**src/rtl/mem_loader.sv**
```systemverilog
// Byte-stream memory loader: packs bytes little-endian into words, writes them, reads them back and sums them.
// Write one cycle after a word's 4th byte. Checksum takes each read word READ_LATENCY cycles after its address. byte_ready is high for the whole of LOAD; writes never stall.
module mem_loader #(
  parameter int READ_LATENCY = 1
) (
  input  logic        clock,
  input  logic        reset,
  input  logic        start,
  input  logic [31:0] base_address,
  input  logic [15:0] word_count,
  input  logic [7:0]  byte_data,
  input  logic        byte_valid,
  output logic        byte_ready,
  output logic [31:0] write_address,
  output logic [31:0] write_data,
  output logic [3:0]  write_enable,
  output logic [31:0] read_address,
  input  logic [31:0] read_data,
  output logic        busy,
  output logic        done,
  output logic [31:0] checksum
);

  localparam logic [1:0] S_IDLE     = 2'd0;
  localparam logic [1:0] S_LOAD     = 2'd1;
  localparam logic [1:0] S_READBACK = 2'd2;
  localparam logic [1:0] S_DONE     = 2'd3;

  logic [1:0]  state;
  logic [31:0] base;
  logic [15:0] count;
  logic [1:0]  lane;
  logic [23:0] partial;
  logic [15:0] wr_idx;
  logic [15:0] rd_idx;
  logic [15:0] smp_idx;
  logic [READ_LATENCY:0] rd_pipe;

  logic accept;
  logic last_word;
  logic issue;
  logic sample;

  assign accept    = byte_valid && byte_ready;
  assign last_word = (wr_idx == count - 16'd1);
  assign issue     = (state == S_READBACK) && (rd_idx != count);
  // rd_pipe[k] is high k cycles after a read address was presented
  assign sample    = rd_pipe[READ_LATENCY];

  always_ff @(posedge clock or posedge reset) begin
    if (reset) begin
      state         <= S_IDLE;
      base          <= 32'h0;
      count         <= 16'h0;
      lane          <= 2'd0;
      partial       <= 24'h0;
      wr_idx        <= 16'h0;
      rd_idx        <= 16'h0;
      smp_idx       <= 16'h0;
      rd_pipe       <= '0;
      byte_ready    <= 1'b0;
      write_address <= 32'h0;
      write_data    <= 32'h0;
      write_enable  <= 4'h0;
      read_address  <= 32'h0;
      busy          <= 1'b0;
      done          <= 1'b0;
      checksum      <= 32'h0;
    end else begin
      write_enable <= 4'h0;
      rd_pipe      <= {rd_pipe[READ_LATENCY-1:0], issue};
      if (sample) begin
        checksum <= checksum + read_data;
        smp_idx  <= smp_idx + 16'd1;
      end

      case (state)
        S_IDLE: begin
          if (start) begin
            base     <= base_address;
            count    <= word_count;
            checksum <= 32'h0;
            lane     <= 2'd0;
            wr_idx   <= 16'h0;
            rd_idx   <= 16'h0;
            smp_idx  <= 16'h0;
            rd_pipe  <= '0;
            if (word_count != 16'h0) begin
              state      <= S_LOAD;
              busy       <= 1'b1;
              byte_ready <= 1'b1;
            end else begin
              state <= S_DONE;
              done  <= 1'b1;
            end
          end
        end

        S_LOAD: begin
          if (accept) begin
            if (lane == 2'd3) begin
              write_enable  <= 4'hF;
              write_data    <= {byte_data, partial};
              write_address <= base + {16'h0, wr_idx};
              lane          <= 2'd0;
              wr_idx        <= wr_idx + 16'd1;
              if (last_word) begin
                byte_ready <= 1'b0;
                state      <= S_READBACK;
              end
            end else begin
              case (lane)
                2'd0:    partial[7:0]   <= byte_data;
                2'd1:    partial[15:8]  <= byte_data;
                default: partial[23:16] <= byte_data;
              endcase
              lane <= lane + 2'd1;
            end
          end
        end

        S_READBACK: begin
          if (issue) begin
            read_address <= base + {16'h0, rd_idx};
            rd_idx       <= rd_idx + 16'd1;
          end
          if (sample && (smp_idx == count - 16'd1)) begin
            state <= S_DONE;
            busy  <= 1'b0;
            done  <= 1'b1;
          end
        end

        default: begin
          done  <= 1'b0;
          state <= S_IDLE;
        end
      endcase
    end
  end

endmodule

```
**config.mk**
```make
export PLATFORM = sky130hd
export DESIGN_NAME = mem_loader
export DESIGN_NICKNAME = d
export VERILOG_FILES = /design/src/rtl/mem_loader.sv
export SDC_FILE = /design/constraint.sdc
export NUM_CORES = 1
export LEC_CHECK = 0
export ABC_AREA = 1
export BUFFER_PORTS_ARGS = -buffer_cell sky130_fd_sc_hd__buf_2
export CAP_MARGIN = 20
export CORE_MARGIN = 2
export CORE_UTILIZATION = 55
export DETAILED_ROUTE_END_ITERATION = 10
export HOLD_SLACK_MARGIN = 0.03
export PLACE_DENSITY = 0.77
export SYNTH_ARGS = -nofsm -noshare
export SYNTH_HDL_FRONTEND = slang
export SYNTH_SLANG_ARGS = --single-unit
```
**constraint.sdc**
```tcl
create_clock -name clock -period 14.16 [get_ports clock]
set_clock_uncertainty 0.2 [all_clocks]
set_input_delay 0.708 -clock clock [delete_from_list [all_inputs] [get_ports clock]]
set_output_delay 0.708 -clock clock [all_outputs]
set_load 0.05 [all_outputs]
```
==> results.md, run 1 <==
* Status: complete, no violations
* Clock transition at the registers of the reported paths at 0.06 ns
* Fin crit period at 3.30 ns
* Die ar. at 29800 µm²
* DIE WIDTH at 173 µm
* Syn nets at 2301
* Core area at 27900 µm²
* Vias in the first global route at 14200
* DR pass1 iterations at 5
* CTS tree: done
* I/O Pins at 227
* Crit. End Element: flop
* Postcts setup bufs at 0
* Synth Warn # at 0
* Bufs on Longest Clock Path at 3
* Sw Pwr at 1.70 mW
* Min Hold Slack at 0.0857 ns
* Post-synth EDFFs at 0
* GRT Total Usage at 0.289
* Critical path launch point type: flop
* Async SR Flop Fraction at 1.00
* Worst setup margin at 10.86 ns
* Initial core utilization at 0.562
* Slew @ Worst Pin at 1.06 ns
* Max Clk Rate at 303 MHz
* Design area at 18100 µm²
* Post-route DRC violation count at 0
* Via density at 5.45
* Largest net degree at the start of global routing at 113
* Number of distinct library cells after synthesis at 50
* Max Cap Violations at 0
* GP Congestion at 0.947
* Synth Instances at 2131
* Comb pwr share at 0.456
* Final Max Tran Viols at 0
* # hold bufs at CTS at 0
* RR Startpoint: state[1]
* Post-route ant nets at 0
* Setup CP Type: flop to flop
* Root Driver: clkbuf_16
* GRT overflow at 0
* PwrDens at 200 nW/µm²
* Dpl hpwl at 33000 µm
* Setup violations, final at 0
* Internal Pwr Total at 1.92 mW
* Total CTS buffers at 28
* Iteration-0 DRC Markers at 1290
* Post-CTS Resized at 0
* Area of the multi-input gates at 8020 µm²
* Yosys reg bits at 258
* FILL cells at 2506
* Clk network pwr share at 0.224
* Crit path max fanout at 67
* Core Rows at 61
* Height of the die at 173 µm
* DR vias at 14900
* Place WS at 10.56 ns
* Clock latency on the worst-skew pair at 0.55 ns
* Non-filler cells, final at 2737
* WP data required at 14.36 ns
* Top_reg_cell synth: dfrtp_1
* Global-route wire length before repair at 71300 µm
* Period utilization at 0.233
* Placed Cells incl. Taps at 2683
* Area grow syn2layout at 15.8%
* Hold WC Path Type: primary input to asynchronous set/reset pin
* Post-layout nets at 2507
* Placement Cell Area at 17000 µm²
* Worst Reg2Reg Path Length in Cells at 10
* Switching part of the total power at 0.469
* Peak VDD IR at 0.105 mV
* Initial antenna violation count at 1
* Max-slew headroom at 0.289
* IO Port Bufs at 226
* Mapped cell area at 15600 µm²
* Mean Syn Cell Area at 7.34 µm²
* Final Hold Viols at 0
* Routed wire length at 43900 µm
* P_leak at 9.45 nW
* DR WL/cell at 16.0 µm
* Share of post-route cells with drive strength above 1 at 0.137
* H-Tree Depth at 1
* Reg2Reg Setup Slack at 10.86 ns
* RSZ-0062 raised after global routing: false
* Setup TNS at 0 ns
* Arr. time, crit path at 3.50 ns
* Seq/Total Area, Yosys at 0.413
* Sequential share of power at 0.320
* Register area at 6460 µm²
* Clk sinks at 258
* FF-to-FF End: write_address[9]
## area by class of cell
type,instances,area share
Tap cell,378,0.0261
Inverter,243,0.0508
Sequential cell,258,0.356
Timing Repair Buffer,234,0.0675
Multi-Input combinational cell,1572,0.442
Antenna cell,1,0.000138
Clock inverter,12,0.0108
Clock buffer,39,0.0460
## stage by stage
step | util | power [mW]
2_1_floorplan | - | 2.36
4_1_cts | 0.649 | 3.62
5_1_grt | 0.650 | 3.87
6_report | 0.650 | 3.62
3_5_place_dp | 0.612 | 2.80
3_3_place_gp | 0.612 | 2.77
## registers in the layout, indices dropped and copies added, names as in the netlist, 24 cells and up
signal,flops
write_data,32
partial,24
write_address,32
checksum,32
read_address,32
base,32
## synthesized netlist by cell type, types with 2 or more instances
cell	number	area (µm²)
nor2_1	191	717
nand2_2	4	25.0
o21a_1	3	22.5
o31ai_1	4	30.0
nor3_2	4	40.0
clkinv_1	2	7.51
a31oi_1	18	113
a21boi_0	4	30.0
a21oi_1	106	531
inv_1	237	890
a211oi_1	2	15.0
nand2_1	614	2300
nand4_1	27	169
clkbuf_1	37	139
nor3b_1	2	15.0
o21ai_2	2	17.5
buf_2	12	60.1
a21o_1	5	37.5
nand3b_1	4	30.0
nand3_1	141	706
xor2_1	43	377
inv_2	4	15.0
o21ai_0	196	981
ha_1	75	938
nor4_1	7	43.8
nor2_2	11	68.8
fa_1	3	60.1
or2_2	7	43.8
dfrtp_1	258	6460
xnor2_1	20	175
o21bai_1	13	97.6
o211ai_1	15	113
buf_4	5	37.5
o21ai_1	4	20.0
nor2_4	2	22.5
nor3_1	34	170
buf_6	2	22.5
## placed cells by master (no fill, tap or decap), types with 2 or more instances in the layout
cell type / instances
a211oi_1: 2
a21boi_0: 4
a21o_1: 5
a21oi_1: 106
a31oi_1: 18
buf_2: 226
buf_4: 6
bufinv_16: 5
clkbuf_1: 3
clkbuf_16: 29
clkbuf_8: 7
clkinv_2: 4
dfrtp_1: 258
fa_1: 3
ha_1: 75
inv_1: 236
inv_2: 5
nand2_1: 613
nand2_2: 5
nand3_1: 141
nand3b_1: 4
nand4_1: 27
nor2_1: 191
nor2_2: 10
nor2_4: 3
nor3_1: 34
nor3_2: 4
nor3b_1: 2
nor4_1: 7
o211ai_1: 15
o21a_1: 3
o21ai_0: 196
o21ai_1: 4
o21ai_2: 2
o21bai_1: 13
o31ai_1: 4
or2_2: 7
xnor2_1: 20
xor2_1: 43
## metal layers
metal  GRT usage  wire length [µm]  vias up
met3      0.0363              2620       79
met5           0                 0        -
li1            -                 -     7356
met1       0.410             20100     7005
met4      0.0727              1000        0
met2       0.475             20200      463
## kinds of logic (layout without fill, tap and decap cells)
logic type / Yosys count / in the layout / share of synthesized area
compound gates: 376 / 376 / 0.130
simple gates: 1055 / 1055 / 0.282
other cells: 0 / 1 / 0
flops: 258 / 258 / 0.413
xor+xnor: 63 / 63 / 0.0353
fa+ha+maj: 78 / 78 / 0.0638
buf+inv: 301 / 528 / 0.0754
## worst max-delay path, cell delays in order, from the launching register on
cell,delay (ns)
dfrtp_1,0.41
inv_1,0.09
ha_1,0.31
inv_2,0.07
nor2_1,0.27
inv_1,0.12
nor2_4,0.81
inv_2,0.36
buf_12,0.31
nand2_1,0.09
o21ai_0,0.09
## power groups by stage
stage,clock (mW),sequential [mW],combinational (mW)
2_1_floorplan,0,1.41,0.949
3_3_place_gp,0,1.16,1.61
3_5_place_dp,0,1.16,1.64
4_1_cts,0.818,1.15,1.65
5_1_grt,0.855,1.18,1.83
6_report,0.811,1.16,1.65
## worst max path at each step
| stage | start | endpoint | slack [ns] | cells after the start |
|---|---|---|---|---|
| final | state[1] | write_address[9] | 10.86 | 10 |
| after global routing | state[1] | write_address[9] | 10.54 | 9 |
| after global placement | reset | smp_idx[8] | 10.68 | 4 |
| after detailed placement | state[1] | write_address[9] | 10.56 | 9 |
| after CTS | state[1] | write_address[9] | 10.54 | 9 |
| after floorplan | reset | base[0] | 6.15 | 1 |
Note: power is estimated with default switching activity, not from simulation.
==> inputs of run 2 (changes only) <==
- CORE_UTILIZATION: 55 -> 53
- PLACE_DENSITY: 0.77 -> 0.78
- clock period: 14.16 -> 2.9 ns (I/O delays scaled with it)
==> results.md, run 2 (synthesis gave the netlist of run 1 again) <==
* Status: complete, no violations
* Total chip power at 17.7 mW
* Routed wire length at 47100 µm
* FF-to-FF End: read_address[28]
* Post-route DRC violation count at 0
* Max incr delay on CP at 0.41 ns
* Final Hold Viols at 0
* Slew @ Worst Pin at 0.819 ns
* Clk sinks at 258
* Core area at 28900 µm²
* CTS tree: done
* PwrDens at 922 nW/µm²
* Share of post-route cells with drive strength above 1 at 0.145
* ANT cells at 0
* Crit. End Element: flop
* WP data required at 3.09 ns
* CP cell instances: ha_1, inv_1, fa_1, o21ai_2, nand2_1, nand2_1, nand2_1, nand2_1, inv_1, o21ai_2, buf_4, nand2_1, o21ai_0, a31oi_1
* DR WL/cell at 16.5 µm
* Period utilization at 0.932
* Most frequent cells in the layout: nand2_1, dfrtp_1, inv_1, buf_2, o21ai_0
* Critical path endpoint: read_address[28]
* Switching part of the total power at 0.479
* DR pass1 iterations at 5
* Crit path launch: base[0]
* Buf/Inv on CP at 3
* Global-route wire length before repair at 75800 µm
* GRT overflow at 0
* Arr. time, crit path at 2.89 ns
* Post-layout nets at 2627
* FILL cells at 2521
* Dpl hpwl at 35200 µm
* Design area at 19200 µm²
* Fin crit period at 2.70 ns
* Hold WC Path Type: primary input to flop
* GRT Total Usage at 0.305
* Largest net degree at the start of global routing at 87
* Internal Pwr Total at 9.21 mW
* RR Startpoint: base[0]
* H-Tree Depth at 1
* Final Max Tran Viols at 0
* Height of the die at 176 µm
* Setup CP Type: flop to flop
* Total CTS buffers at 29
* Clock transition at the registers of the reported paths at 0.06 ns
* Max-slew headroom at 0.449
* Die ar. at 30900 µm²
* GP Congestion at 0.981
* DR vias at 15600
* Area grow syn2layout at 22.6%
* Core Rows at 62
* Peak VDD IR at 0.551 mV
* Initial core utilization at 0.542
* Most common cell after layout, fill and taps aside: nand2_1
* Worst Reg2Reg Path Length in Cells at 14
* Place WS at 0.181 ns
* Vias in the first global route at 15000
* Non-filler cells, final at 2860
* IO Port Bufs at 226
* Reg2Reg Setup Slack at 0.20 ns
* Sequential share of power at 0.316
* Critical path launch point type: flop
* Bufs on Longest Clock Path at 3
* Placed Cells incl. Taps at 2720
* Crit-path leading delay family: compound AO/OA/AOI/OAI gates
* P_leak at 9.92 nW
* Most frequent CP cell: nand2_1
* Max Clk Rate at 370 MHz
* Clk network pwr share at 0.196
* Setup violations, final at 0
* Post-route ant nets at 0
* Sw Pwr at 8.48 mW
* Placement Cell Area at 17400 µm²
* Root Driver: clkbuf_16
* I/O Pins at 227
* Via density at 5.46
* Initial antenna violation count at 0
* Critical path depth at 14
* Slowest-stage cell, CP: fa_1
* Clock latency on the worst-skew pair at 0.54 ns
* Comb pwr share at 0.487
* Iteration-0 DRC Markers at 1084
* Crit path max fanout at 3
* Worst setup margin at 0.198 ns
* Max Cap Violations at 0
* DIE WIDTH at 176 µm
run 2: cell count changes in the layout (fill, tap and decap cells not counted), sizes merged:
cell / previous run / this run
clkinv: 6 / 7
clkinvlp: 1 / 5
diode: 1 / 0
buf: 234 / 267
bufinv: 5 / 1
clkbuf: 39 / 38
inv: 243 / 242
dlygate4sd3: 0 / 86
run 2: through the flow:
step                      hold slack [ns]  utilization  setup TNS, ns
after floorplan                    0.0288            -        -217.91
after global placement             0.0353        0.602              0
after detailed placement           0.0410        0.602              0
after CTS                          0.0316        0.662              0
after global routing               0.0797        0.665       -0.00381
final                              0.0499        0.665              0
run 2: cell type report:
type	count	area, µm²	area share
clock buffer	38	790	0.0412
clock inverter	12	98.8	0.00515
inverter	243	916	0.0477
multi-input combinational	1572	8060	0.420
sequential	258	6460	0.337
tap	384	480	0.0250
timing repair buffer	353	2390	0.124
run 2: worst min-delay path by stage:
| stage | start | end | depth (start not counted) |
|---|---|---|---|
| 2_1_floorplan | start | checksum[2] | 1 |
| 3_3_place_gp | reset | read_address[31] | 2 |
| 3_5_place_dp | reset | read_address[15] | 2 |
| 4_1_cts | read_data[30] | checksum[30] | 6 |
| 5_1_grt | read_data[30] | checksum[30] | 6 |
| 6_report | read_data[30] | checksum[30] | 6 |
run 2: metal layers:
metal	wire [µm]	GRT usage	part of all wire
met1	20300	0.405	0.43
met2	21800	0.504	0.46
met3	3100	0.0422	0.066
met4	1940	0.123	0.041
met5	0	0	0
run 2: timing repair:
| item | 4_1_cts | 5_1_grt |
|---|---|---|
| resized for setup | 0 | 12 |
| endpoints found under the setup margin | 0 | 13 |
| endpoints found under the hold margin | 378 | 0 |
| buffers inserted | 0 | 4 |
| hold buffers | 86 | 0 |
run 2: power groups by stage:
stage	sequential [mW]	clock [mW]	combinational, mW
final	5.60	3.47	8.62
after global routing	5.72	3.70	9.55
after CTS	5.58	3.54	8.49
after detailed placement	5.63	0	8.35
after global placement	5.61	0	8.25
after floorplan	6.89	0	4.63
run 2: tightest hold or removal path, cell delays in order:
cell and delay, ns:
buf_2 0.08, ha_1 0.21, nand3_1 0.09, nand3_1 0.09
o211ai_1 0.08, inv_1 0.06
